## config.mk

```make
export PLATFORM = sky130hd
export DESIGN_NAME = demux_chan_counter
export DESIGN_NICKNAME = d
export VERILOG_FILES = /design/src/rtl/demux_chan_counter.sv
export SDC_FILE = /design/constraint.sdc
export NUM_CORES = 1
export LEC_CHECK = 0
export ABC_CLOCK_PERIOD_IN_PS = 2960
export CORE_UTILIZATION = 52
export CTS_CLUSTER_DIAMETER = 200
export DETAILED_ROUTE_END_ITERATION = 7
export GPL_TIMING_DRIVEN = 0
export PLACE_DENSITY = 0.76
export SYNTH_ARGS = -nofsm -noshare
export SYNTH_HDL_FRONTEND = slang
export SYNTH_SLANG_ARGS = --single-unit
```

## constraint.sdc

```tcl
create_clock -name clk -period 2.96 [get_ports clk]
set_clock_uncertainty 0.15 [all_clocks]
set_input_delay 0.592 -clock clk [delete_from_list [all_inputs] [get_ports clk]]
set_output_delay 0.592 -clock clk [all_outputs]
set_load 0.02 [all_outputs]
```

## src/rtl/demux_chan_counter.sv

```systemverilog
// demux_chan_counter
// Per-channel rising-edge counter for the four outputs of a 1-to-4 demux.
// Each channel has a saturating counter. A one-cycle-latency read port returns
// a counter value and can optionally clear that counter. A sticky flag reports
// any sample in which more than one demux output was high.

module demux_chan_counter #(
    parameter int CNT_W     = 8,
    parameter bit CLR_ON_RD = 1'b1
) (
    input  logic             clk,
    input  logic             rst,
    input  logic             a,
    input  logic             b,
    input  logic             c,
    input  logic             d,
    input  logic             rd_req,
    input  logic [1:0]       rd_sel,
    output logic [CNT_W-1:0] rd_data,
    output logic             rd_valid,
    input  logic             err_clr,
    output logic             onehot_err
);

    localparam int NUM_CH = 4;
    localparam logic [CNT_W-1:0] CNT_MAX = '1;
    localparam logic [CNT_W-1:0] CNT_ONE = CNT_W'(1);

    // Channel i corresponds to bit i: a=0, b=1, c=2, d=3.
    logic [NUM_CH-1:0] in_vec;
    logic [NUM_CH-1:0] prev_reg;
    logic [NUM_CH-1:0] edge_vec;

    // Every counter packed side by side, channel 0 in the low slice.
    logic [NUM_CH*CNT_W-1:0] cnt_flat;

    logic [CNT_W-1:0] rd_data_reg;
    logic [CNT_W-1:0] rd_data_next;
    logic             rd_valid_reg;
    logic             onehot_err_reg;
    logic             onehot_err_next;
    logic             multi_hot;

    assign in_vec   = {d, c, b, a};
    assign edge_vec = in_vec & ~prev_reg;

    // Hold the previous sample of each input. It resets to 0, so an input
    // that is already high on the first clock after reset counts as an edge.
    always_ff @(posedge clk or posedge rst) begin
        if (rst) begin
            prev_reg <= '0;
        end else begin
            prev_reg <= in_vec;
        end
    end

    // One saturating counter per channel. A clear-on-read of a channel takes
    // priority over its increment, but an edge on the same clock is kept by
    // restarting the counter at 1 instead of 0.
    generate
        for (genvar gi = 0; gi < NUM_CH; gi++) begin : g_ch
            logic [CNT_W-1:0] cnt_reg;
            logic [CNT_W-1:0] cnt_next;
            logic             rd_hit;

            assign rd_hit = CLR_ON_RD && rd_req && (rd_sel == 2'(gi));

            // Next-count selection: clear on read, else increment unless saturated.
            always_comb begin
                cnt_next = cnt_reg;
                if (rd_hit) begin
                    cnt_next = edge_vec[gi] ? CNT_ONE : '0;
                end else if (edge_vec[gi] && (cnt_reg != CNT_MAX)) begin
                    cnt_next = cnt_reg + CNT_ONE;
                end
            end

            // Counter register.
            always_ff @(posedge clk or posedge rst) begin
                if (rst) begin
                    cnt_reg <= '0;
                end else begin
                    cnt_reg <= cnt_next;
                end
            end

            assign cnt_flat[gi*CNT_W +: CNT_W] = cnt_reg;
        end
    endgenerate

    // Select the requested counter's current (pre-update) value; hold the
    // previous read data when no read is requested.
    always_comb begin
        rd_data_next = rd_data_reg;
        if (rd_req) begin
            case (rd_sel)
                2'd0:    rd_data_next = cnt_flat[0*CNT_W +: CNT_W];
                2'd1:    rd_data_next = cnt_flat[1*CNT_W +: CNT_W];
                2'd2:    rd_data_next = cnt_flat[2*CNT_W +: CNT_W];
                default: rd_data_next = cnt_flat[3*CNT_W +: CNT_W];
            endcase
        end
    end

    // Read pipeline register: data plus a one-cycle valid pulse per request.
    always_ff @(posedge clk or posedge rst) begin
        if (rst) begin
            rd_data_reg  <= '0;
            rd_valid_reg <= 1'b0;
        end else begin
            rd_data_reg  <= rd_data_next;
            rd_valid_reg <= rd_req;
        end
    end

    // Two or more outputs high at once: any pair being high covers it.
    assign multi_hot = (a & b) | (a & c) | (a & d) | (b & c) | (b & d) | (c & d);

    // Sticky error: a new violation wins over a simultaneous clear.
    always_comb begin
        onehot_err_next = onehot_err_reg;
        if (err_clr) begin
            onehot_err_next = 1'b0;
        end
        if (multi_hot) begin
            onehot_err_next = 1'b1;
        end
    end

    // Error flag register.
    always_ff @(posedge clk or posedge rst) begin
        if (rst) begin
            onehot_err_reg <= 1'b0;
        end else begin
            onehot_err_reg <= onehot_err_next;
        end
    end

    assign rd_data    = rd_data_reg;
    assign rd_valid   = rd_valid_reg;
    assign onehot_err = onehot_err_reg;

endmodule

```

==> results of run 1 <==
-- synthesized netlist by cell type (all sizes together) --
library cell	n
a311oi	2
mux2	8
nor2	24
a211oi	7
nand3	11
o211ai	9
and2	1
buf	4
a31oi	1
and3	6
nor3	6
or3	2
o22ai	5
and4	1
mux4	6
a41oi	1
or4	1
o21ai	7
nand3b	5
inv	5
a21bo	1
ha	4
nor2b	2
xor2	8
o21bai	1
maj3	1
o2111ai	1
xnor2	1
mux2i	6
nor3b	1
and4b	3
a21oi	9
nand2	16
clkbuf	2
nand2b	1
nand4	8
dfrtp	46
nor4	1
and2b	2
-- cells in the final DEF, fill, tap and decap left out, types with 2 or more instances in the layout --
cell	synthesis	routed
a211oi_1	7	7
a21oi_1	9	9
a311oi_1	2	2
and3_1	5	5
and4b_1	3	3
buf_2	3	3
clkbuf_1	2	3
clkbuf_8	0	6
clkdlybuf4s50_1	0	18
dfrtp_1	46	46
ha_1	4	4
inv_1	5	4
mux2_2	8	8
mux2i_1	6	6
mux4_2	6	6
nand2_1	16	16
nand3_1	11	11
nand3b_1	5	5
nand4_1	8	8
nor2_1	23	23
nor2b_1	2	2
nor3_1	6	6
o211ai_1	7	7
o21ai_0	4	4
o21ai_1	3	3
o22ai_1	5	5
or3_1	2	2
xor2_1	8	8
-- layout make-up --
class / instances / area, sq um / area share [%]
tap: 52 / 65.1 / 2.34
timing repair buffer: 19 / 208 / 7.46
clock inverter: 1 / 5.00 / 0.180
buffer: 6 / 30.0 / 1.08
inverter: 5 / 18.8 / 0.674
multi-input combinational: 169 / 1220 / 43.8
sequential: 46 / 1150 / 41.3
clock buffer: 7 / 86.3 / 3.10
-- how the worst min path moves through the flow --
| stage | endpoint | slack [ns] | depth (start not counted) |
|---|---|---|---|
| global route | rd_data[7] | 0.38 | 1 |
| global placement | rd_data[7] | 0.34 | 1 |
| finish | rd_data[7] | 0.36 | 1 |
| detailed placement | rd_data[7] | 0.35 | 1 |
| CTS | rd_data[7] | 0.37 | 1 |
| floorplan | g_ch[2].cnt_reg[7] | 0.35 | 1 |
-- power groups by stage --
stage	sequential [uW]	combinational (uW)	clock, uW
2_1_floorplan	826	195	0
3_3_place_gp	837	299	0
3_5_place_dp	841	312	0
4_1_cts	826	316	405
5_1_grt	844	349	434
6_report	829	311	398
-- per-layer routing --
layer / wire (um) / up-vias
li1: - / 906
met5: 0 / -
met3: 221 / 9
met4: 99 / 0
met2: 2180 / 44
met1: 2350 / 892
-- worst max-delay path, stage by stage --
cell and delay, ns:
clkdlybuf4s50_1 0.60, buf_2 0.29, mux2_2 0.37, o22ai_1 0.18, a21oi_1 0.10
-- per-stage QoR --
stage                     hold WS [ns]  total power [uW]  instance area [sq um]  std cells  setup WS, ns
after detailed placement         0.346              1150                   2690        297         0.511
after global placement           0.339              1140                   2670        296         0.203
after floorplan                  0.354              1020                   2420        226          1.13
after CTS                        0.366              1550                   2780        305         0.803
final                            0.358              1540                   2780        305         0.836
after global routing             0.378              1630                   2780        305         0.715
-- cells by family (layout without fill, tap and decap cells) --
logic type,count (synthesis),after routing,synth area share [%]
DFF,46,46,47.6
xor gates and xnor gates,9,9,3.26
buffers and inverters,11,38,2.02
muxes,20,20,11.8
AOI/OAI and AO/OA,44,44,12.8
and+or+nand+nor,91,91,20.1
adders and majority gates,5,5,2.48
==> results_dict.tcl, run 1 <==
set metrics [dict create \
    cp_max_fo 10 \
    ios 20 \
    antenna_found_initial 0 \
    use_met2_pct 33.0 \
    cts_tree "yes" \
    drt_iter0_markers 89 \
    rr_worst_depth 5 \
    antennaDiodeCount 0 \
    cts_sinks 46 \
    slew_viol_final 0 \
    r2r_slack_ns 1.16 \
    final_antenna_net_count 0 \
    grt_max_degree 25 \
    reg2reg_from "g_ch[1].cnt_reg[0]" \
    synth.yosys.seq_area_share_pct 47.6 \
    power_density_nw_per_um2 552 \
    cap_violations 0 \
    fin_util_pct 63.1 \
    initial_utilization_pct 54.8 \
    grt_pass1_vias 1737 \
    largest_reg_flops 32 \
    coreArea_sq_um 4410 \
    ys_ff_latch 46 \
    critical_path_required_ns 2.97 \
    power.internal_uw 1070 \
    grt_pass1_wl_um 8360 \
    grt_util_met1_pct 30.8 \
    synth.avg_cell_area_sq_um 10.7 \
    holdCritPathClass "reg2reg" \
    yosysTopAreaCell "dfrtp_1" \
    switching_share_pct 30.8 \
    postCtsResizedCells 0 \
    pwr-share-seq_pct 53.9 \
    power.share.clock_pct 25.9 \
    vias_per_cell 6.07 \
    syn-cell-area_sq_um 2420 \
    combPwrFrac_pct 20.2 \
    die_h_um 70.2 \
    nFillCells 367 \
    layout.nets 266 \
    hold_buffers 0 \
    vdd_drop_max_mv 0.379 \
    path_class "in2reg" \
    worst_pin_slew_ns 0.552 \
    startpoint_type "primary input" \
    post-cts-setup-buffer-count 0 \
    hold_start "rd_data[7]" \
    cp-end-kind "flip-flop" \
    timing.setup.tns_ns 0 \
    clk_latency_ns 0.30 \
    io_buffer_count 18 \
    numCtsBuffers 5 \
    clock_path_buffers 2 \
    cp.arrival_ns 2.13 \
    status "completed" \
    area_growth_pct 15.0 \
    netSwitchingPower_uw 473 \
    ctsRootBufferMaster "clkbuf_8" \
    overflow 0 \
    dieArea_sq_um 4930 \
    crit_start "rd_sel[0]" \
    hold_viol_final 0 \
    htreeDepth 2 \
    period_share_pct 71.8 \
    die_w_um 70.2 \
    synth_cells 226 \
    r2r-end "g_ch[1].cnt_reg[1]" \
    fmax_mhz 471 \
    yosys.area.top_type_share_pct 47.6 \
    firstDrtPassIters 4 \
    power_leakage_uw 0.00117 \
    setup_viol 0 \
    grt_setup_unrepaired "false" \
    route.vias.total 1851 \
    dp_hpwl_um 3580 \
    grt.busiest_layer "met2" \
    crit_path_end "rd_data[2]" \
    detail_route.wl_per_cell_um 15.9 \
    grt.total_usage_pct 22.1 \
    path_clk_slew_ns 0.08 \
    period_needed_ns 2.12 \
    ys_types 46 \
    use_met3_pct 4.91 \
    gp_congestion 0.828 \
    drt_wl_total_um 4860 \
    syn_nets 240 \
    ys.warnings.count 0 \
    drc 0 \
    final_layout_size_suffix_gt1_share_pct 13.4 \
    slew_headroom_pct 63.0 \
    synth_area_leaders "dfrtp_1 48%, mux4_2 5.6%, mux2_2 3.7%" \
    fp-row-count 24 \
]
(Power assumes the default switching activity.)
==> run 2: changes to the inputs <==
- ABC_CLOCK_PERIOD_IN_PS: 2960 -> 2100
- clock period: 2.96 -> 2.1 ns (I/O delays scaled with it)
==> results of run 2 <==
Same layout as run 1 (identical final DEF). Status: completed.
Main changes from that run: setup slack after placement 0.511 ns -> -0.177 ns; setup slack after layout 0.836 ns -> 0.148 ns; hold slack 0.358 ns -> 0.318 ns; register-to-register setup slack 1.16 ns -> 0.30 ns; total power 1540 uW -> 2170 uW; worst IR drop on VDD 0.379 mV -> 0.534 mV
==> run 3: changes to the inputs <==
- CORE_UTILIZATION: 52 -> 35
- PLACE_DENSITY: 0.76 -> 0.56
==> run 3 against run 2 <==
  * Worst setup slack got worse by 0.0014 ns
  * Maximum frequency about the same
  * Combinational power increased by 2%
  * Utilization decreased by 20 points
  * Critical path type unchanged
  * Highest routed layer unchanged
==> results_dict.tcl, run 3 (same netlist as run 1, synthesis figures left out) <==
set metrics [dict create \
    status "completed" \
    startpoint_type "primary input" \
    coreArea_sq_um 6490 \
    power_density_nw_per_um2 797 \
    period_share_pct 93.0 \
    grt_pass1_vias 1855 \
    dr_wl_met3_um 212 \
    gp_congestion 0.785 \
    slew_headroom_pct 62.0 \
    multi_input_area_sq_um 1220 \
    route.vias.total 1815 \
    grt_pass1_wl_um 9180 \
    cp_max_fo 10 \
    overflow 0 \
    path_class "in2reg" \
    die_h_um 85.2 \
    grt_setup_unrepaired "false" \
    final_cells 330 \
    nFillCells 628 \
    antenna_found_initial 0 \
    cts_sinks 46 \
    switching_share_pct 29.4 \
    antennaDiodeCount 0 \
    path_clk_slew_ns 0.08 \
    power_leakage_uw 0.00118 \
    fmax_mhz 512 \
    dp_hpwl_um 3920 \
    period_needed_ns 1.95 \
    holdCritPathClass "in2async" \
    cp-end-kind "flip-flop" \
    grt_max_degree 33 \
    final_layout_size_suffix_gt1_share_pct 13.4 \
    vdd_drop_max_mv 0.296 \
    dpl_cell_area_sq_um 2720 \
    seqCellArea_sq_um 1150 \
    power.internal_uw 1590 \
    cp_cell_sequence "clkdlybuf4s50_1 -> buf_2 -> nor3b_2 -> nand3b_1 -> o211ai_1" \
    detail_route.wl_per_cell_um 16.1 \
    clock_path_buffers 2 \
    netSwitchingPower_uw 662 \
    drt_wl_total_um 5300 \
    ctsRootBufferMaster "clkbuf_8" \
    layout.nets 266 \
    final_antenna_net_count 0 \
    slew_viol_final 0 \
    power.share.clock_pct 28.4 \
    initial_utilization_pct 37.3 \
    final_common_cell "dfrtp_1" \
    worst_pin_slew_ns 0.568 \
    drt_iter0_markers 131 \
    cp_slowest_cell "clkdlybuf4s50_1" \
    setup_viol 0 \
    vias_per_cell 5.50 \
    area_growth_pct 16.7 \
    cap_violations 0 \
    met1_length_um 2690 \
    critical_path_required_ns 2.12 \
    final_cell_mix "46 x dfrtp_1, 23 x nor2_1, 18 x clkdlybuf4s50_1" \
    largest_reg_flops 32 \
    routed.top_layer "met4" \
    combPwrFrac_pct 19.8 \
    wl_met2_um 2280 \
    slowest_delay_ns 0.51 \
    pwr-share-seq_pct 51.8 \
    cts_tree "yes" \
    io_buffer_count 18 \
    fin_util_pct 43.5 \
    dieArea_sq_um 7250 \
    hold_viol_final 0 \
    cp.arrival_ns 1.97 \
    timing.setup.tns_ns 0 \
    postLayoutCellArea_sq_um 2820 \
    clk_latency_ns 0.29 \
    numCtsBuffers 5 \
    firstDrtPassIters 4 \
    dp_cells 322 \
    grt.total_usage_pct 16.5 \
    htreeDepth 2 \
    fp-row-count 29 \
    totalPowerFinal_uw 2250 \
    die_w_um 85.2 \
    ios 20 \
    drc 0 \
]
## run 3: changes by cell type in the layout (fill, tap and decap cells not counted)
cell / previous run / this run
buf_12: 0 / 1
buf_16: 1 / 0
bufinv_16: 0 / 1
clkbuf_2: 0 / 1
clkbuf_8: 6 / 5
clkinv_2: 1 / 0
## run 3: power by group through the flow
stage / combinational [uW] / sequential [uW] / clock (uW)
2_1_floorplan: 276 / 1160 / 0
3_3_place_gp: 434 / 1180 / 0
3_5_place_dp: 447 / 1180 / 0
4_1_cts: 448 / 1170 / 661
5_1_grt: 502 / 1190 / 694
6_report: 445 / 1170 / 639
## run 3: cell type report
class                   instances  share of cell area (%)
plain buffers                   6                    1.11
clock buffers                   7                    2.70
clock inverters                 1                    1.06
inverters                       5                   0.665
multi-input cells             169                    43.2
flip-flops and latches         46                    40.8
well taps                      77                    3.41
repair buffers                 19                    7.09
## run 3: metal layers
metal	GRT usage (%)	up-vias
met4	5.86	0
li1	-	900
met5	0	-
met2	25.4	40
met3	3.50	11
met1	23.1	864
## run 3: worst max-delay path, delay by kind of cell
kind	cells	cell delay, ns
buffers and inverters	2	0.76
AOI/OAI and AO/OA	1	0.09
and+or+nand+nor	2	0.69
## run 3: what timing repair did
item,in CTS,in global routing
setup endpoints to repair,0,3
endpoints found under the hold margin,0,0
gates resized for setup,0,2
hold buffers,0,0
setup buffers,0,0
## run 3: final timing paths
kind / cells after the start / from / slack, ns / end
max: 5 / rd_sel[0] / 0.15 / g_ch[0].cnt_reg[0]
min: 2 / rst / 0.26 / rd_data[7]
max reg2reg: 5 / g_ch[1].cnt_reg[0] / 0.31 / g_ch[1].cnt_reg[7]
min reg2reg: 1 / rd_data[0] / 0.36 / rd_data[0]
max in group asynchronous: 3 / rst / 1.06 / g_ch[3].cnt_reg[6]
min in group clk: 1 / rd_data[0] / 0.36 / rd_data[0]
## run 3: through the flow
step | setup slack (ns) | hold slack [ns]
after global placement | -0.583 | 0.341
after CTS | 0.0394 | 0.272
after global routing | 0.0283 | 0.309
after detailed placement | -0.273 | 0.348
after floorplan | 0.438 | 0.301
final | 0.146 | 0.265
==> variant 1 (settings of run 3) <==
Set the parameter `CNT_W` to 12 (it was 8).
--- a/src/rtl/demux_chan_counter.sv
+++ b/src/rtl/demux_chan_counter.sv
@@ -5,7 +5,7 @@
 // any sample in which more than one demux output was high.
 
 module demux_chan_counter #(
-    parameter int CNT_W     = 8,
+    parameter int CNT_W     = 12,
     parameter bit CLR_ON_RD = 1'b1
 ) (
     input  logic             clk,
Interface: changed (resized rd_data); port bits go from 20 to 24. The function was not compared with the original's and may differ.
==> variant 1 against run 3 <==
  * Routed wire length up 75%
  * Synthesized area up 50%
  * Sequential cell count up 20
  * Global-route usage up 1.8 points
  * Critical endpoint is now rd_data[3]
  * Core utilization up 0.36 points
  * Via count up 66%
  * Sequential share of layout area down 2.7 points
  * Power up 43%
  * Sequential power up 32%
  * Non-clock buffer count up 15
  * Worst hold slack worse by 100 ps
  * Worst setup slack worse by 78 ps
  * Cell area up 54%
==> variant 1: results (changes against run 3) <==
[worst_setup_path]
worst_path_max_delay_cell=mux4_1
critPathMaxStageDelay_ps=580  ; +70 ps
cp.arrival_ps=2120  ; +150 ps
cp_top_family=multiplexers
reg2regPathDepth=6  ; +1

[worst_hold_path]
hold_class=primary input to flip-flop

[drt]
met3RoutedLength_um=493  ; +130%
wl_met2_mm=4.20  ; +84%
wl_per_cell_um=17.6  ; +9.5%
wl_met1_mm=4.36  ; +62%
num_vias=3014  ; +66%
drtIter0Drc=146  ; +11%

[finish]
sh_seq_area_pct=38.1  ; -2.7 points
clk_share_pct=5.04  ; +1.3 points
clockBufferCount=11  ; +4
buffers=40  ; +60%
layout.cells.non_filler=527  ; +60%
drive_above_1_share_pct=17.8  ; +4.3 points
multi_input_area_um2=1910  ; +57%
largest_reg_flops=48  ; +50%
buffer_area_share_pct=8.53  ; +0.33 points
nMultiInputCombCells=267  ; +58%
fin_util_pct=43.8  ; +0.36 points
fillers=986  ; +57%

[global_route]
grt_pass1_vias=2835  ; +53%
grt_use_met1_pct=25.5  ; +2.5 points
grt_pass1_wl_mm=15.3  ; +67%
grt.total_usage_pct=18.3  ; +1.8 points
gr-usage-met3_pct=4.26  ; +0.76 points

[power_and_ir_drop]
p_comb_uw=471  ; +5.8%
pg_clk_uw=1200  ; +88%
p_sw_uw=903  ; +36%
power_leakage_uw=0.00180  ; +52%
ir_drop_uv=406  ; +37%
share_comb_of_total_power_pct=14.6  ; -5.2 points

[sta]
slew_headroom_pct=41.7  ; -20 points

[placement]
dp_hpwl_mm=6.72  ; +71%
placed_cells=511  ; +59%
routabilityCongestion=0.788  ; +0.41%
placed_cell_area_um2=4050  ; +49%
port_buffers=23  ; +5

[synth]
syn_area_um2=3630  ; +50%
syn_avg_cell_area_um2=10.3  ; -4.1%
synth_area_leaders=dfrtp_1, mux4_2, a21oi_1
synthDistinctLibCells=51  ; +11%
ys_ff_latch=66  ; +43%
synthTopCellsByCount=dfrtp_1, nand2_1, a21oi_1
synthFlopType=dfrtp_1

[status]
status=finished clean

[clocking]
cts_made_buffers=9  ; +4
h-tree-depth=3  ; +1

==> variant 1: path summary, 6_finish.rpt <==
path / start / end / slack (ps)
setup reg to reg: g_ch[3].cnt_reg[0] / g_ch[3].cnt_reg[0] / 90
hold / removal: c / prev_reg[2] / 160
max in group asynchronous: rst / g_ch[3].cnt_reg[3] / 720
setup / recovery: rd_sel[0] / rd_data[3] / 70
min in group asynchronous: rst / g_ch[0].cnt_reg[10] / 430
hold reg to reg: rd_data[3] / rd_data[3] / 360
==> variant 1: logic make-up after synthesis <==
logic type | count (synthesis) | share of synthesized area (%)
buf+inv | 21 | 2.86
compound gates | 77 | 13.2
simple gates | 156 | 24.1
xor+xnor | 1 | 0.241
mux | 28 | 12.5
flops | 66 | 45.5
fa+ha+maj | 5 | 1.65
==> variant 1: what timing repair did <==
item,CTS,global route
resized for setup,8,21
pin swaps,1,2
buffers inserted,0,0
hold endpoints to repair,0,0
setup endpoints to repair,28,32
==> variant 2 (config.mk and constraints of run 3) <==
Made on the original files. Reset style: synchronous (`rst`), changed in 4 clocked blocks.
--- a/src/rtl/demux_chan_counter.sv
+++ b/src/rtl/demux_chan_counter.sv
@@ -46,7 +46,7 @@
 
     // Hold the previous sample of each input. It resets to 0, so an input
     // that is already high on the first clock after reset counts as an edge.
-    always_ff @(posedge clk or posedge rst) begin
+    always_ff @(posedge clk) begin
         if (rst) begin
             prev_reg <= '0;
         end else begin
@@ -76,7 +76,7 @@
             end
 
             // Counter register.
-            always_ff @(posedge clk or posedge rst) begin
+            always_ff @(posedge clk) begin
                 if (rst) begin
                     cnt_reg <= '0;
                 end else begin
@@ -103,7 +103,7 @@
     end
 
     // Read pipeline register: data plus a one-cycle valid pulse per request.
-    always_ff @(posedge clk or posedge rst) begin
+    always_ff @(posedge clk) begin
         if (rst) begin
             rd_data_reg  <= '0;
             rd_valid_reg <= 1'b0;
@@ -128,7 +128,7 @@
     end
 
     // Error flag register.
-    always_ff @(posedge clk or posedge rst) begin
+    always_ff @(posedge clk) begin
         if (rst) begin
             onehot_err_reg <= 1'b0;
         end else begin
Check against the original RTL: differs if rst is asserted again (counterexample within 4 cycles, from zero or initial values and one cycle with rst high); with rst held inactive, the same outputs for 10 cycles.
==> variant 2 against run 3 <==
  * Core utilization fell by 1.5 points
  * Critical endpoint is now g_ch[3].cnt_reg[2]
  * Non-clock buffer count rose by 1
  * Die area fell by 5.0%
  * Critical path type unchanged
  * Sequential cell count did not move
  * Synthesized area fell by 5.1%
  * Critical path depth rose by 1
  * Worst setup slack improved by 82 ps
  * Count of clock-buffer cells in the layout fell by 1
  * Cell area fell by 5.5%
  * Routed wire length barely moved
  * Worst hold slack improved by 18 ps
Power is not compared: it rests on default switching activity, and its combinational part moved more than twofold at a synthesized area within 25%.
==> variant 2: results (changes against run 3) <==
[status]
status=finished clean

[worst_setup_path]
rrSetupSlack_ps=400  ; +90 ps
rr_startpoint=g_ch[0].cnt_reg[0]
critPathMaxStageDelay_ps=490  ; -20 ps
cp.arrival_ps=1950  ; -20 ps
startpoint=rd_sel[1]
r2r_end=g_ch[0].cnt_reg[1]
cp-endpoint=g_ch[3].cnt_reg[2]

[sta]
min_period_ps=1870  ; -82.1 ps

[synth]
synthFlopType=dfxtp_1
synth_compound_area_share_pct=19.3  ; +6.5 points
synth_area_leaders=dfxtp_1, xor2_1, nor2_1
synth_mux_area_share_pct=5.18  ; -6.6 points
synthDistinctLibCells=53  ; +15%
synth_fa_ha_area_share_pct=2.62  ; +0.13 points

[global_route]
grt_max_degree=15  ; -55%
grt_pass1_vias=1798  ; -3.1%
grt_use_met2_pct=24.7  ; -0.70 points
grt_use_met1_pct=21.2  ; -1.9 points

[placement]
dp_slack_ps=-56.8  ; +216 ps
routabilityCongestion=0.820  ; +4.5%
placed_cell_area_um2=2570  ; -5.3%
dp_hpwl_mm=3.82  ; -2.8%

[finish]
fillers=618  ; -1.6%

[drt]
num_vias=1991  ; +9.7%
drtIter0Drc=96  ; -27%

[variant 2: layout make-up]
cell class              count  share of cell area [%]
clock buffers               6                    3.10
repair buffers             18                    6.75
clock inverters             2                   0.469
well taps                  77                    3.61
multi-input cells         193                    49.5
flip-flops and latches     46                    34.5
plain buffers               8                    1.45
inverters                   4                   0.610
[variant 2: per-layer routing]
metal	vias up	wire [um]
li1	996	-
met3	8	206
met5	-	0
met2	44	2380
met1	943	2640
met4	0	80
[variant 2: cells by family after synthesis]
logic type,Yosys count
XOR/XNOR,15
multiplexers,11
adder cells (fa/ha/maj),5
flip-flops,46
buffers and inverters,12
AND/OR/NAND/NOR,100
AO/OA/AOI/OAI,62
[variant 2: stage by stage]
| stage | power (uW) | hold slack, ps | std cells |
|---|---|---|---|
| after floorplan | 1070 | 330 | 251 |
| after global placement | 1150 | 313 | 346 |
| after detailed placement | 1150 | 319 | 346 |
| after CTS | 1720 | 276 | 354 |
| after global routing | 1790 | 286 | 354 |
| final | 1710 | 283 | 354 |
